`src/rtl/lsu_dccm_arb_pkg.sv`:
```
// Shared types for the DCCM port arbiter: FSM state encoding, grant vector
// and the priority pick used each cycle.
package lsu_dccm_arb_pkg;

   typedef enum logic [1:0] {
      IDLE      = 2'b00,
      FORCE_DMA = 2'b01,
      FORCE_STB = 2'b10
   } lsu_dccm_arb_state_t;

   typedef struct packed {
      logic pipe;
      logic stbuf;
      logic dma;
   } arb_gnt_t;

   // Pipeline always wins; a forced window promotes its owner above the
   // normal store-buffer-full / DMA / drain order.
   function automatic arb_gnt_t arb_pick(
      input lsu_dccm_arb_state_t st,
      input logic                pipe_req,
      input logic                stbuf_req,
      input logic                stbuf_full,
      input logic                dma_req
   );
      arb_gnt_t g;
      g = '0;
      if (pipe_req)                             g.pipe  = 1'b1;
      else if ((st == FORCE_DMA) && dma_req)    g.dma   = 1'b1;
      else if ((st == FORCE_STB) && stbuf_req)  g.stbuf = 1'b1;
      else if (stbuf_full && stbuf_req)         g.stbuf = 1'b1;
      else if (dma_req)                         g.dma   = 1'b1;
      else if (stbuf_req)                       g.stbuf = 1'b1;
      return g;
   endfunction

endpackage

```
`src/rtl/lsu_dccm_arb_wcnt.sv`:
```
// Saturating DMA starvation counter; hit flags that the value about to be
// loaded equals the forced-window threshold.
module lsu_dccm_arb_wcnt #(
   parameter int unsigned CNT_W        = 4,
   parameter int unsigned DMA_MAX_WAIT = 15
) (
   input  logic             clk,
   input  logic             rst,
   input  logic             inc,
   input  logic             clr,
   input  logic             hold,
   output logic [CNT_W-1:0] cnt,
   output logic             hit
);

   localparam logic [CNT_W-1:0] CNT_MAX = '1;

   logic [CNT_W-1:0] r_cnt;
   logic [CNT_W-1:0] w_cnt_nxt;

   always_comb begin
      w_cnt_nxt = r_cnt;
      if (!hold) begin
         if (clr)
            w_cnt_nxt = '0;
         else if (inc && (r_cnt != CNT_MAX))
            w_cnt_nxt = r_cnt + CNT_W'(1);
      end
   end

   always_ff @(posedge clk) begin
      if (rst) r_cnt <= '0;
      else     r_cnt <= w_cnt_nxt;
   end

   assign cnt = r_cnt;
   assign hit = (32'(w_cnt_nxt) == DMA_MAX_WAIT);

endmodule

```
`src/rtl/lsu_dccm_arb.sv`:
```
// DCCM port arbiter between the dc2 pipeline access, store-buffer drain and
// DMA, with forced one-access windows that block LSU issue at decode.
module lsu_dccm_arb
   import lsu_dccm_arb_pkg::*;
#(
   parameter int unsigned DMA_MAX_WAIT = 15,
   parameter int unsigned CNT_W        = 4
) (
   input  logic             clk,
   input  logic             rst,
   input  logic             lsu_freeze_dc3,
   input  logic             pipe_req_dc2,
   input  logic             stbuf_req,
   input  logic             stbuf_full,
   input  logic             dma_req,
   output logic             pipe_gnt,
   output logic             stbuf_gnt,
   output logic             dma_gnt,
   output logic             lsu_issue_block,
   output logic             arb_busy,
   output logic [CNT_W-1:0] dma_wait_cnt
);

   lsu_dccm_arb_state_t r_state;
   lsu_dccm_arb_state_t w_next_state;
   logic                r_issue_block;
   logic                r_stb_pend;
   logic                w_next_stb_pend;
   arb_gnt_t            w_gnt;
   logic                w_dma_miss;
   logic                w_stb_miss;
   logic                w_wait_hit;

   always_comb begin
      w_gnt = '0;
      if (!rst && !lsu_freeze_dc3)
         w_gnt = arb_pick(r_state, pipe_req_dc2, stbuf_req, stbuf_full, dma_req);
   end

   assign w_dma_miss = dma_req & ~w_gnt.dma;
   assign w_stb_miss = stbuf_full & ~w_gnt.stbuf;

   lsu_dccm_arb_wcnt #(
      .CNT_W        (CNT_W),
      .DMA_MAX_WAIT (DMA_MAX_WAIT)
   ) u_wcnt (
      .clk  (clk),
      .rst  (rst),
      .inc  (w_dma_miss),
      .clr  (w_gnt.dma | ~dma_req),
      .hold (lsu_freeze_dc3),
      .cnt  (dma_wait_cnt),
      .hit  (w_wait_hit)
   );

   // A DMA window taken while the store buffer is also stuck remembers the
   // store-buffer window so it follows directly.
   always_comb begin
      w_next_state    = r_state;
      w_next_stb_pend = r_stb_pend;
      if (!lsu_freeze_dc3) begin
         case (r_state)
            IDLE: begin
               if (w_dma_miss && w_wait_hit) begin
                  w_next_state    = FORCE_DMA;
                  w_next_stb_pend = w_stb_miss;
               end else if (w_stb_miss) begin
                  w_next_state = FORCE_STB;
               end
            end
            FORCE_DMA: begin
               if (w_gnt.dma || !dma_req) begin
                  w_next_state    = r_stb_pend ? FORCE_STB : IDLE;
                  w_next_stb_pend = 1'b0;
               end
            end
            FORCE_STB: begin
               if (w_gnt.stbuf || !stbuf_req)
                  w_next_state = IDLE;
            end
            default: begin
               w_next_state    = IDLE;
               w_next_stb_pend = 1'b0;
            end
         endcase
      end
   end

   always_ff @(posedge clk) begin
      if (rst) begin
         r_state       <= IDLE;
         r_issue_block <= 1'b0;
         r_stb_pend    <= 1'b0;
      end else begin
         r_state       <= w_next_state;
         r_issue_block <= (w_next_state != IDLE);
         r_stb_pend    <= w_next_stb_pend;
      end
   end

   assign pipe_gnt        = w_gnt.pipe;
   assign stbuf_gnt       = w_gnt.stbuf;
   assign dma_gnt         = w_gnt.dma;
   assign lsu_issue_block = r_issue_block;
   assign arb_busy        = pipe_req_dc2 | stbuf_req | dma_req |
                            (r_state != IDLE) | r_issue_block;

endmodule

```
`config.mk`:
```
export PLATFORM = sky130hd
export DESIGN_NAME = lsu_dccm_arb
export DESIGN_NICKNAME = d
export VERILOG_FILES = /design/src/rtl/lsu_dccm_arb_pkg.sv /design/src/rtl/lsu_dccm_arb_wcnt.sv /design/src/rtl/lsu_dccm_arb.sv
export SDC_FILE = /design/constraint.sdc
export NUM_CORES = 1
export LEC_CHECK = 0
export ABC_AREA = 0
export BUFFER_PORTS_ARGS = -buffer_cell sky130_fd_sc_hd__buf_2
export CORE_MARGIN = 5
export CORE_UTILIZATION = 26
export CTS_CLUSTER_SIZE = 40
export DETAILED_ROUTE_END_ITERATION = 10
export HOLD_SLACK_MARGIN = 0.03
export PLACE_DENSITY = 0.54
export SLEW_MARGIN = 20
export SYNTH_ARGS = -nofsm -noshare
export SYNTH_HDL_FRONTEND = slang
export SYNTH_SLANG_ARGS = --single-unit
```
`constraint.sdc`:
```
create_clock -name clk -period 2.16 [get_ports clk]
set_input_delay 0.216 -clock clk [delete_from_list [all_inputs] [get_ports clk]]
set_output_delay 0.216 -clock clk [all_outputs]
set_load 0.005 [all_outputs]
```
==> qor.txt <==
status -> complete, no violations
clk sinks -> 8
Worst-path clk slew -> 0.06 ns
Yosys reg bits -> 8
Hold Slack -> 0.2711 ns
final wirelength -> 1.484 mm
worst-path cell chain -> ha_1, xnor2_1, o32ai_2, nand3_2, o31ai_4, nand4b_1
CTS Buffer Depth -> 2
RSZ-0062 raised after global routing -> no
register area share after synthesis -> 0.2490
largest net degree at the start of global routing -> 18
# H-tree levels -> 1
Peak VDD IR -> 0.0002353 V
Int Pwr -> 246.2 uW
CP Capture Type -> flip-flop
Sw Share -> 0.2934
switching pwr -> 102.2 uW
Syn Inst Count -> 83
kind of critical path -> flip-flop to flip-flop
drt first pass iters -> 3
root buf cell -> clkbuf_4
CTS tree -> yes
dpl cell area -> 730.7 um^2
io pins -> 16
# hold bufs at CTS -> 0
Yosys cell types -> 38
max cap viols -> 0
initial core utilization -> 0.2669
Clock Latency Late Sink -> 0.26 ns
final-report setup violation count -> 0
Slew headroom -> 0.8010
Multi-input gate area -> 439.2 um^2
initial antenna violation count -> 0
startpoint types -> flip-flop
Worst Path Max Fanout -> 7
first-pass GRT wire length -> 2.428 mm
Worst Path Required -> 2.35 ns
Peak Freq -> 561.0 MHz
Min Clock Period, post-route -> 1.782 ns
CTS resizes -> 0
final cycle utilization of the critical path -> 0.8252
Post-Layout Cell Count -> 127
Worst path slowest cell -> dfxtp_1
Vias per Instance -> 5.220
fin nets -> 107
Ys Warns -> 0
GR Util All Layers -> 0.09288
Hold WC Path Type -> input port to flip-flop
Post-Syn Area -> 643.1 um^2
FP Rows -> 18
GP Congestion -> 0.7363
Routed Antenna Nets -> 0
Worst Tran Pin Value -> 0.2984 ns
final instance area -> 753.2 um^2
dpl ws -> 0.3857 ns
CP top delay family -> compound AO/OA/AOI/OAI gates
Slew Viols, Final -> 0
HPWL after DPL -> 1.130 mm
Die Wd -> 59.74 um
clk_skew -> 0.01111 ns
die area -> 3568 um^2
Overflow after GRT -> 0
number of global-route vias before repair -> 558
core area -> 2410 um^2
setup tns final -> 0 ns
Final Hold Violating Endpoints -> 0
Clock Power Share -> 0.340
Comb power frac -> 0.200
Setup WS post-layout -> 0.3776 ns
Sequential Power Share -> 0.460
antenna cell count -> 0
slowest stage delay, CP -> 0.45 ns
post-layout util -> 0.3126
synthesis-to-layout area growth -> 17.12%
LEAKAGE -> 0.3030 nW
die height -> 59.74 um
FILL cells -> 251
Synth Net Count -> 91
Placed Cells -> 124
WL per Instance -> 11.69 um
total power -> 348.4 uW
layout cells sized above 1 -> 0.2887
DRC errors left -> 0
CP Buf/Inv Count -> 0
synthesized area per cell -> 7.748 um^2
Pwr per Cell Area -> 462.6 nW/um^2
Setup Buffers After CTS -> 0
crit path DAT -> 1.97 ns
sequential cell area -> 160.2 um^2
Port Buffer Count -> 15
Via Count -> 663
cts bufs inserted -> 3
drt first-iter violations -> 13
## power groups by stage
stage	combinational, mW	clock (mW)	sequential (mW)
after floorplan	0.0492	0	0.162
after detailed placement	0.0700	0	0.164
after CTS	0.0705	0.124	0.160
after global placement	0.0705	0	0.164
final	0.0697	0.119	0.160
after global routing	0.0783	0.136	0.162
## worst register-to-register path, stage by stage, from the launching register on
cell      delay, ns
dfxtp_1        0.45
ha_1           0.33
xnor2_1        0.11
o32ai_2        0.22
nand3_2        0.18
o31ai_4        0.27
nand4b_1       0.14
## per-layer routing
metal,global-route usage,up-vias,part of all wire
met3,0.05400,8,0.073
met1,0.1012,304,0.45
met4,0.05380,0,0.036
met2,0.1389,17,0.44
li1,-,334,-
met5,0,-,0
## area by class of cell
| type | instances | area share |
|---|---|---|
| flip-flops and latches | 8 | 0.2126 |
| repair buffers | 15 | 0.09967 |
| well taps | 30 | 0.04983 |
| multi-input cells | 66 | 0.5831 |
| inverters | 5 | 0.02492 |
| clock buffers | 3 | 0.02990 |
## registers in the layout (all words and copies together) (netlist names)
name,cells
u_wcnt.cnt,4
lsu_issue_block,1
r_state,2
r_stb_pend,1
## path summary, 6_finish.rpt
check           startpoint               to  slack, ns  cells after the start
min                    rst    u_wcnt.cnt[1]       0.27                      2
min reg2reg     r_stb_pend       r_stb_pend       0.53                      2
max reg2reg  u_wcnt.cnt[0]  lsu_issue_block       0.38                      6
max          u_wcnt.cnt[0]  lsu_issue_block       0.38                      6
## logic make-up after synthesis
| kind of cell | after synthesis | share of synthesized area |
|---|---|---|
| buf+inv | 9 | 0.06807 |
| fa+ha+maj | 1 | 0.01945 |
| simple gates | 40 | 0.3522 |
| flops | 8 | 0.2490 |
| compound gates | 23 | 0.2841 |
| xor+xnor | 2 | 0.02724 |
## Yosys cell counts
| library cell | count | share of area |
|---|---|---|
| nand2_1 | 8 | 0.047 |
| and2_1 | 1 | 0.0097 |
| and2_4 | 1 | 0.014 |
| nand4b_1 | 2 | 0.027 |
| nand2b_1 | 1 | 0.0097 |
| o41ai_2 | 1 | 0.025 |
| a31o_2 | 1 | 0.014 |
| clkbuf_2 | 1 | 0.0078 |
| ha_1 | 1 | 0.019 |
| xnor2_1 | 1 | 0.014 |
| and3_2 | 1 | 0.012 |
| or3b_2 | 1 | 0.014 |
| a211oi_1 | 1 | 0.012 |
| inv_1 | 5 | 0.029 |
| nor2b_1 | 2 | 0.019 |
| nand2_4 | 1 | 0.018 |
| and3b_1 | 1 | 0.014 |
| or3_1 | 2 | 0.019 |
| nor2_1 | 9 | 0.053 |
| nand3_2 | 1 | 0.016 |
| a311o_1 | 1 | 0.016 |
| nor3_1 | 2 | 0.016 |
| o31ai_4 | 1 | 0.033 |
| o31ai_1 | 1 | 0.012 |
| buf_2 | 1 | 0.0078 |
| or4b_1 | 1 | 0.016 |
| o2111ai_1 | 1 | 0.014 |
| buf_6 | 1 | 0.018 |
| a2bb2oi_1 | 1 | 0.014 |
| nor4_1 | 2 | 0.019 |
| o32ai_2 | 1 | 0.025 |
| dfxtp_1 | 8 | 0.25 |
| a21oi_1 | 8 | 0.062 |
| nand3_1 | 4 | 0.031 |
| xor2_1 | 1 | 0.014 |
| a22oi_2 | 1 | 0.019 |
| o21ai_0 | 5 | 0.039 |
| clkbuf_1 | 1 | 0.0058 |
## layout by cell type, fill, tap and decap left out, types with 2 or more instances in the layout
master / instances
dfxtp_1: 8
nor4_1: 2
buf_2: 15
or3_1: 2
inv_1: 5
nor3_1: 2
nand3_1: 4
nand2_1: 8
o21ai_0: 5
nor2b_1: 2
nand4b_1: 2
clkbuf_4: 3
a21oi_1: 8
nor2_1: 9
No activity file was read; power rests on OpenSTA's default activity.
